[src/rtl/text_writer.sv]
// text_writer: producer side of the character text RAM.
// Consumes a byte stream (valid/ready), interprets CR/LF/BS/FF, writes
// {attr,char} cells, and tracks the cursor and hardware-scroll top row.
// Line and screen clears are sequenced one word per cycle with in_ready low.
module text_writer #(
  parameter int          COLS   = 80,
  parameter int          ROWS   = 30,
  parameter int          ADDR_W = 12,
  parameter logic [7:0]  BLANK  = 8'h20
) (
  input  logic                      clk,
  input  logic                      rst,
  input  logic                      in_valid,
  output logic                      in_ready,
  input  logic [7:0]                in_char,
  input  logic [7:0]                in_attr,
  output logic [ADDR_W-1:0]         ram_addr,
  output logic [15:0]               ram_data,
  output logic                      ram_wren,
  output logic [$clog2(COLS)-1:0]   cursor_x,
  output logic [$clog2(ROWS)-1:0]   cursor_y,
  output logic [$clog2(ROWS)-1:0]   top_row,
  output logic                      busy
);

  localparam int XW = $clog2(COLS);
  localparam int YW = $clog2(ROWS);
  // One spare bit so the counter can reach COLS*ROWS even when it fills ADDR_W.
  localparam int CW = ADDR_W + 1;

  localparam logic [XW-1:0]     X_LAST    = XW'(COLS - 1);
  localparam logic [YW-1:0]     Y_LAST    = YW'(ROWS - 1);
  localparam logic [YW:0]       ROWS_W    = (YW + 1)'(ROWS);
  localparam logic [ADDR_W-1:0] COLS_A    = ADDR_W'(COLS);
  localparam logic [CW-1:0]     COLS_CNT  = CW'(COLS);
  localparam logic [CW-1:0]     TOTAL_CNT = CW'(COLS * ROWS);

  localparam logic [7:0] CH_BS = 8'h08;
  localparam logic [7:0] CH_LF = 8'h0A;
  localparam logic [7:0] CH_FF = 8'h0C;
  localparam logic [7:0] CH_CR = 8'h0D;

  typedef enum logic [1:0] {
    IDLE         = 2'd0,
    CLEAR_LINE   = 2'd1,
    CLEAR_SCREEN = 2'd2
  } state_t;

  state_t              state_reg, state_next;
  logic [XW-1:0]       x_reg, x_next;
  logic [YW-1:0]       y_reg, y_next;
  logic [YW-1:0]       top_reg, top_next;
  logic [7:0]          clr_reg, clr_next;
  logic                ready_reg, ready_next;
  logic                wren_reg, wren_next;
  logic [ADDR_W-1:0]   addr_reg, addr_next;
  logic [15:0]         data_reg, data_next;
  logic [ADDR_W-1:0]   base_reg, base_next;
  logic [CW-1:0]       cnt_reg, cnt_next;

  logic [YW:0]         row_sum;
  logic [YW:0]         row_phys;
  logic [ADDR_W-1:0]   cell_addr;
  logic [ADDR_W-1:0]   top_base;
  logic [YW-1:0]       top_inc;
  logic                printable;

  // Physical address of the cursor cell and of the current top row; the
  // row wrap is a single compare/subtract since y+top < 2*ROWS.
  always_comb begin
    row_sum   = {1'b0, y_reg} + {1'b0, top_reg};
    row_phys  = (row_sum >= ROWS_W) ? (row_sum - ROWS_W) : row_sum;
    cell_addr = ADDR_W'(row_phys) * COLS_A + ADDR_W'(x_reg);
    top_base  = ADDR_W'(top_reg) * COLS_A;
    top_inc   = (top_reg == Y_LAST) ? '0 : top_reg + 1'b1;
    printable = (in_char >= 8'h20) && (in_char <= 8'h7E);
  end

  // Next-state and registered-output logic for the command/clear FSM.
  always_comb begin
    state_next = state_reg;
    x_next     = x_reg;
    y_next     = y_reg;
    top_next   = top_reg;
    clr_next   = clr_reg;
    wren_next  = 1'b0;
    addr_next  = addr_reg;
    data_next  = data_reg;
    base_next  = base_reg;
    cnt_next   = cnt_reg;

    case (state_reg)
      IDLE: begin
        if (in_valid) begin
          if (printable) begin
            wren_next = 1'b1;
            addr_next = cell_addr;
            data_next = {in_attr, in_char};
            clr_next  = in_attr;
            if (x_reg == X_LAST) begin
              x_next = '0;
              if (y_reg != Y_LAST) begin
                y_next = y_reg + 1'b1;
              end else begin
                // Wrap-scroll: this cycle carries the char write, the
                // old top row is cleared starting next cycle.
                top_next   = top_inc;
                base_next  = top_base;
                cnt_next   = '0;
                state_next = CLEAR_LINE;
              end
            end else begin
              x_next = x_reg + 1'b1;
            end
          end else if (in_char == CH_CR) begin
            x_next = '0;
          end else if (in_char == CH_LF) begin
            if (y_reg != Y_LAST) begin
              y_next = y_reg + 1'b1;
            end else begin
              // LF-scroll: first blank word goes out right away.
              top_next   = top_inc;
              base_next  = top_base;
              wren_next  = 1'b1;
              addr_next  = top_base;
              data_next  = {clr_reg, BLANK};
              cnt_next   = CW'(1);
              state_next = CLEAR_LINE;
            end
          end else if (in_char == CH_BS) begin
            if (x_reg != '0) begin
              x_next = x_reg - 1'b1;
            end
          end else if (in_char == CH_FF) begin
            x_next     = '0;
            y_next     = '0;
            top_next   = '0;
            wren_next  = 1'b1;
            addr_next  = '0;
            data_next  = {clr_reg, BLANK};
            cnt_next   = CW'(1);
            state_next = CLEAR_SCREEN;
          end
        end
      end

      CLEAR_LINE: begin
        if (cnt_reg == COLS_CNT) begin
          state_next = IDLE;
        end else begin
          wren_next = 1'b1;
          addr_next = base_reg + cnt_reg[ADDR_W-1:0];
          data_next = {clr_reg, BLANK};
          cnt_next  = cnt_reg + 1'b1;
        end
      end

      CLEAR_SCREEN: begin
        if (cnt_reg == TOTAL_CNT) begin
          state_next = IDLE;
        end else begin
          wren_next = 1'b1;
          addr_next = cnt_reg[ADDR_W-1:0];
          data_next = {clr_reg, BLANK};
          cnt_next  = cnt_reg + 1'b1;
        end
      end

      default: begin
        state_next = IDLE;
      end
    endcase

    ready_next = (state_next == IDLE);
  end

  // State and output registers; reset aborts any clear in progress.
  always_ff @(posedge clk or negedge rst) begin
    if (!rst) begin
      state_reg <= IDLE;
      x_reg     <= '0;
      y_reg     <= '0;
      top_reg   <= '0;
      clr_reg   <= 8'h07;
      ready_reg <= 1'b1;
      wren_reg  <= 1'b0;
      addr_reg  <= '0;
      data_reg  <= '0;
      base_reg  <= '0;
      cnt_reg   <= '0;
    end else begin
      state_reg <= state_next;
      x_reg     <= x_next;
      y_reg     <= y_next;
      top_reg   <= top_next;
      clr_reg   <= clr_next;
      ready_reg <= ready_next;
      wren_reg  <= wren_next;
      addr_reg  <= addr_next;
      data_reg  <= data_next;
      base_reg  <= base_next;
      cnt_reg   <= cnt_next;
    end
  end

  assign in_ready = ready_reg;
  assign busy     = ~ready_reg;
  assign ram_wren = wren_reg;
  assign ram_addr = addr_reg;
  assign ram_data = data_reg;
  assign cursor_x = x_reg;
  assign cursor_y = y_reg;
  assign top_row  = top_reg;

endmodule

[config.mk]
export PLATFORM = sky130hd
export DESIGN_NAME = text_writer
export DESIGN_NICKNAME = d
export VERILOG_FILES = /design/src/rtl/text_writer.sv
export SDC_FILE = /design/constraint.sdc
export NUM_CORES = 1
export LEC_CHECK = 0
export ABC_AREA = 1
export BUFFER_PORTS_ARGS = -buffer_cell sky130_fd_sc_hd__buf_2
export CORE_ASPECT_RATIO = 1.2
export CORE_MARGIN = 2
export CORE_UTILIZATION = 60
export CTS_BUF_LIST = sky130_fd_sc_hd__clkbuf_8 sky130_fd_sc_hd__clkbuf_16
export DETAILED_ROUTE_END_ITERATION = 7
export PLACE_DENSITY = 0.92
export SLEW_MARGIN = 10
export SYNTH_ARGS = -nofsm -noshare
export SYNTH_HDL_FRONTEND = slang
export SYNTH_SLANG_ARGS = --single-unit
[constraint.sdc]
create_clock -name clk -period 5.6 [get_ports clk]
set_clock_uncertainty 0.15 [all_clocks]
set_input_delay 1.4 -clock clk [delete_from_list [all_inputs] [get_ports clk]]
set_output_delay 1.4 -clock clk [all_outputs]
set_load 0.01 [all_outputs]
== After elaboration in Yosys (flattened, before gate mapping) ==
Index checks and enable logic that the tools add are counted.

* Input port bits: 19
* Register bits: 82
* Logic and storage cells: 145
* Output and inout bits: 48

* Multiply operators: 2
* Mux-type cells: 79
* $lt $le $gt $ge: 3
* $add $sub $neg: 9
* Reduce and logical (&&, ||, !) cells: 14
* Eq/ne operators: 26
* Bitwise logic cells: 1

{| class="wikitable"
|+ Operators with widths
! kind !! count
|-
| $mux W12 || 14
|-
| $mux W16 || 9
|-
| $mux W13 || 11
|-
| $mux W5 || 13
|-
| $mux W7 || 7
|-
| $pmux W16 S3 || 1
|-
| $pmux W13 S3 || 1
|-
| $pmux W12 S3 || 1
|-
| $eq A8 B4 Y1 const B || 4
|-
| $mux W2 || 10
|-
| $ne A3 B3 Y1 const B || 6
|-
| $add A13 B1 Y13 const B || 1
|-
| $eq A13 B12 Y1 const B || 1
|-
| $eq A13 B7 Y1 const B || 1
|-
| $add A12 B12 Y12 || 1
|-
| $add A12 B7 Y12 || 1
|-
| $ne A4 B4 Y1 const B || 3
|-
| $add A5 B1 Y5 const B || 2
|-
| $reduce_and A10 Y1 || 1
|-
| $reduce_and A5 Y1 || 2
|-
| $mux W1 || 9
|-
| $ge A8 B6 Y1 const B || 1
|-
| $le A8 B7 Y1 const B || 1
|-
| $mul A5 B3 Y8 const B || 1
|-
| 27 further kinds || 32
|}

== Depth between registers and ports, before layout ==
* Depth in word-level cells: 9
* Gate-level depth with buffers: 27
* Gate-level depth less buffers: 27

== Worst setup path before layout ==
Ideal clock, no wire load.

* Kind: flip-flop to flip-flop
* Start: register y_reg[0] (netlist: cursor_y[0])
* End: register addr_reg[11] (netlist: ram_addr[11])
* Library setup time: 0.116 ns
* Cell stages (with the launch flop): 23
* Clock period less this slack: 4.003 ns
* Slack: 1.597 ns
* Arrival time: 3.737 ns
* Buffers on the path: 0
* Required time: 5.334 ns
* Cells stage by stage: dfrtp_1 -> ha_1 -> fa_1 -> inv_1 -> nor2_1 -> nand3_1 -> nor2_1 -> nor2_1 -> xor2_1 -> ha_1 -> ha_1 -> fa_1 -> nand2_1 -> inv_1 -> nand3_1 -> nor2_1 -> nand3_1 -> nand2_1 -> nand3_1 -> nand3_1 -> nand2_1 -> nand2_1 -> nand2_1

* Cells in the longest elaborated chain, start to end: 8
* Elaborated cells between the ends (all ways): 12
* Classes of those cells: 3 x add/sub; 1 x mul; 1 x order compare; 2 x eq/ne; 4 x mux; 1 x reduce/logical

{| class="wikitable"
|+ Ends and longest elaborated chain
! element !! line !! source
|-
| start, declared || 51 || <nowiki>logic [YW-1:0] y_reg, y_next;</nowiki>
|-
| start signal, assigned || 194 || <nowiki>y_reg <= y_next;</nowiki>
|-
| $add A5 B5 Y6 || 71 || <nowiki>row_sum = {1'b0, y_reg} + {1'b0, top_reg};</nowiki>
|-
| $sub A6 B5 Y6 / $ge A6 B5 Y1 (equally long branches) || 72 || <nowiki>row_phys = (row_sum >= ROWS_W) ? (row_sum - ROWS_W) : row_sum;</nowiki>
|-
| $mux W6 || 72 ||
|-
| $mul A6 B3 Y8 || 73 || <nowiki>cell_addr = ADDR_W'(row_phys) * COLS_A + ADDR_W'(x_reg);</nowiki>
|-
| $add A12 B7 Y12 || 73 ||
|-
| $mux W12 || 95 || <nowiki>if (printable) begin</nowiki>
|-
| $mux W12 || 94 || <nowiki>if (in_valid) begin</nowiki>
|-
| $pmux W12 S3 || 92 || <nowiki>case (state_reg)</nowiki>
|-
| end signal, assigned || 199 || <nowiki>addr_reg <= addr_next;</nowiki>
|-
| end, declared || 56 || <nowiki>logic [ADDR_W-1:0] addr_reg, addr_next;</nowiki>
|}

Several ways; a longest one is shown, not always the timed one. The select of a mux whose other input is x is not followed.
A chain may end at the register's enable or synchronous reset.

== Worst setup path in the final report ==
* Start: register top_reg[0] (netlist: top_row[0])
* End: register addr_reg[11] (netlist: ram_addr[11])

* Cells in the longest elaborated chain, start to end: 8
* Elaborated cells between the ends (all ways): 13
* Classes of those cells: 3 x add/sub; 2 x mul; 1 x order compare; 7 x mux

{| class="wikitable"
|+ Ends and longest elaborated chain
! element !! line !! source
|-
| start, declared || 52 || <nowiki>logic [YW-1:0] top_reg, top_next;</nowiki>
|-
| start signal, assigned || 195 || <nowiki>top_reg <= top_next;</nowiki>
|-
| $add A5 B5 Y6 || 71 ||
|-
| $sub A6 B5 Y6 / $ge A6 B5 Y1 (equally long branches) || 72 ||
|-
| $mux W6 || 72 ||
|-
| $mul A6 B3 Y8 || 73 ||
|-
| $add A12 B7 Y12 || 73 ||
|-
| $mux W12 (*) || 95 ||
|-
| $mux W12 (*) || 94 ||
|-
| $pmux W12 S3 (*) || 92 ||
|}

Mark *: on every way between the ends. The rest lies on a longest branch, timed or not. The select of a mux whose other input is x is not followed.

==> metrics.cfg <==
[outcome]
status = complete, no violations

[floorplan]
num_rows = 39
die_y_um = 112
start_util = 0.616
die_w_um = 94.0
core-area_sq_um = 9470
io_pins = 67
dieArea_sq_um = 10500

[sta]
fin_setup_tns_ns = 0
maxSlewHeadroom = 0.337
rsz0062_at_grt = false
drv_slew = 0
fmaxAchievable_mhz = 226
report.final.hold_viol_count = 0
layout_min_cycle_time_ns = 4.42
min_period_over_period = 0.790
worst_pin_slew_ns = 0.994
finalSetupViolations = 0

[placement]
hpwlAfterDp_mm = 10.1
postPlaceCellArea_sq_um = 6160
globalplace.congestion = 0.966
port_buffers = 66

[detailed_routing]
post_drt_wl_per_cell_um = 14.8
drc = 0
ant_nets = 0
viasPerCell = 5.73
drtPass1Iterations = 5
drt_iter0_markers = 433
drt_wl_total_mm = 14.5
vias = 5607

[critical_path]
cp-end-kind = flip-flop
cp_slowest_cell = fa_1
crit_path_max_incr_delay_ns = 0.52
path_class = reg2reg
critPathTopFamily = adder cells
r2r_setup_slack_ns = 1.18
critPathBufInv = 2
required_ns = 5.68
startpoint_type = flip-flop
path_max_fanout = 7
crit_chain = ha_1 -> fa_1 -> inv_1 -> nor2_1 -> nand3_1 -> nor2_1 -> nor2_1 -> xor2_1 -> ha_1 -> ha_1 -> fa_1 -> nand2_1 -> inv_1 -> nand3_1 -> nor2_1 -> nand3_1 -> nand2_1 -> nand3_1 -> nand3_1 -> nand2_1 -> nand2_1 -> nand2_1
arrival_ns = 4.50

[pwr]
powerDensity_nw_per_um2 = 440
p_leak_uw = 0.00340
vdd.ir_drop.worst_mv = 0.282

[final_layout]
n_fill_cell = 776
fin_nets = 917
largest_reg_flops = 16
areaGrowthSynthToFinish_pct = 10.9
fin_area_sq_um = 6460
drive_gt1_frac = 0.144
diodes = 0

[logic_synthesis]
async_flop_share = 1.00
synth_nets = 863
yosysMostFrequentCell = nand2_1
yosysUniqueCellTypes = 44
yosysTopAreaCell = dfrtp_1
ys_warn_count = 0
ys_seq_area_frac = 0.336
synthTopCellsByCount = nand2_1 (241), inv_1 (88), dfrtp_1 (74)
synth.area.top_cells = dfrtp_1 (32%), nand2_1 (16%), ha_1 (9.2%), inv_1 (5.7%), nand3_1 (4.5%)
syn_area_sq_um = 5830
syn_inst = 796
synth-seq-cells = 78
synth_edf_count = 0
synth_top_area_frac = 0.318
avgSynthCellArea_sq_um = 7.32
synth_flop_cell = dfrtp_1

[clock_network]
cts-htree-levels = 3
insertion_delay_ns = 0.34
clock_sinks = 78
numCtsBuffers = 9
cts_buffer_depth = 2
cts_tree = built
hold_buffers = 0
post_cts_buffers = 0
cts_resized = 0
clk_pin_slew_ns = 0.07
cts-root-buf = clkbuf_16

[global_route]
grt_pass1_wl_mm = 25.1
grt-ovfl-total = 0
grt_max_degree = 79
grt_pass1_vias = 5411
antenna_found_initial = 0
grt.total_usage = 0.295

[run]
drv_cap = 0

[worst_hold_path]
hold_path_class = reg2reg

-- logic make-up after synthesis --
kind of cell,synth area share
AO/OA/AOI/OAI,0.133
adder cells (fa/ha/maj),0.109
flip-flops,0.336
buffers and inverters,0.0858
AND/OR/NAND/NOR,0.298
XOR/XNOR,0.0376
-- tightest hold or removal path: cells and delay by family, from the launching register on --
kind,cells,cell delay (ns)
AND/OR/NAND/NOR,2,0.10
flip-flops,1,0.34
-- power breakdown --
part	switching [uW]	internal (uW)	total [uW]
Combinational	867	507	1370
Sequential	142	716	858
Clock	260	351	611
Total	1270	1570	2840
-- area by class of cell --
cell class              instances  area (sq um)  area share
multi-input cells             603          3370       0.522
repair buffers                 66           333      0.0515
clock buffers                   9           225      0.0348
inverters                      92           345      0.0534
flip-flops and latches         78          1960       0.303
well taps                     123           154      0.0238
clock inverters                 7          77.6      0.0120
-- layer usage --
layer | GRT usage | wire length (um)
met5 | 0 | 0
met4 | 0.136 | 630
met3 | 0.0494 | 830
met2 | 0.488 | 7010
met1 | 0.378 | 6000
-- final timing paths --
path / from / endpoint / depth (start not counted)
min in group asynchronous: rst / cnt_reg[7] / 1
min: ram_addr[8] / ram_addr[8] / 2
max in group asynchronous: rst / cursor_y[0] / 1
max reg2reg: top_row[0] / ram_addr[11] / 22
min reg2reg: ram_addr[8] / ram_addr[8] / 2
max: top_row[0] / ram_addr[11] / 22
-- placed cells by master, fill, tap and decap left out, drive strengths merged, types with 20 or more instances in the layout --
| master | n |
|---|---|
| nand2 | 247 |
| inv | 96 |
| dfrtp | 74 |
| buf | 66 |
| nor2 | 66 |
| o21ai | 61 |
| nand3 | 54 |
| ha | 43 |
| a21oi | 39 |
| nor3 | 21 |
| xor2 | 20 |
-- through the flow --
| step | hold slack [ns] | util | std cells | worst slack (ns) | power [uW] |
|---|---|---|---|---|---|
| 4_1_cts | 0.332 | 0.683 | 978 | 1.23 | 2830 |
| 3_3_place_gp | 0.311 | 0.651 | 962 | 1.44 | 2170 |
| 3_5_place_dp | 0.311 | 0.651 | 962 | 1.30 | 2200 |
| 6_report | 0.325 | 0.683 | 978 | 1.18 | 2840 |
| 2_1_floorplan | 0.303 | - | 796 | 1.60 | 1830 |
| 5_1_grt | 0.358 | 0.683 | 978 | 0.845 | 3060 |
Note: power is estimated with default switching activity, not from simulation.
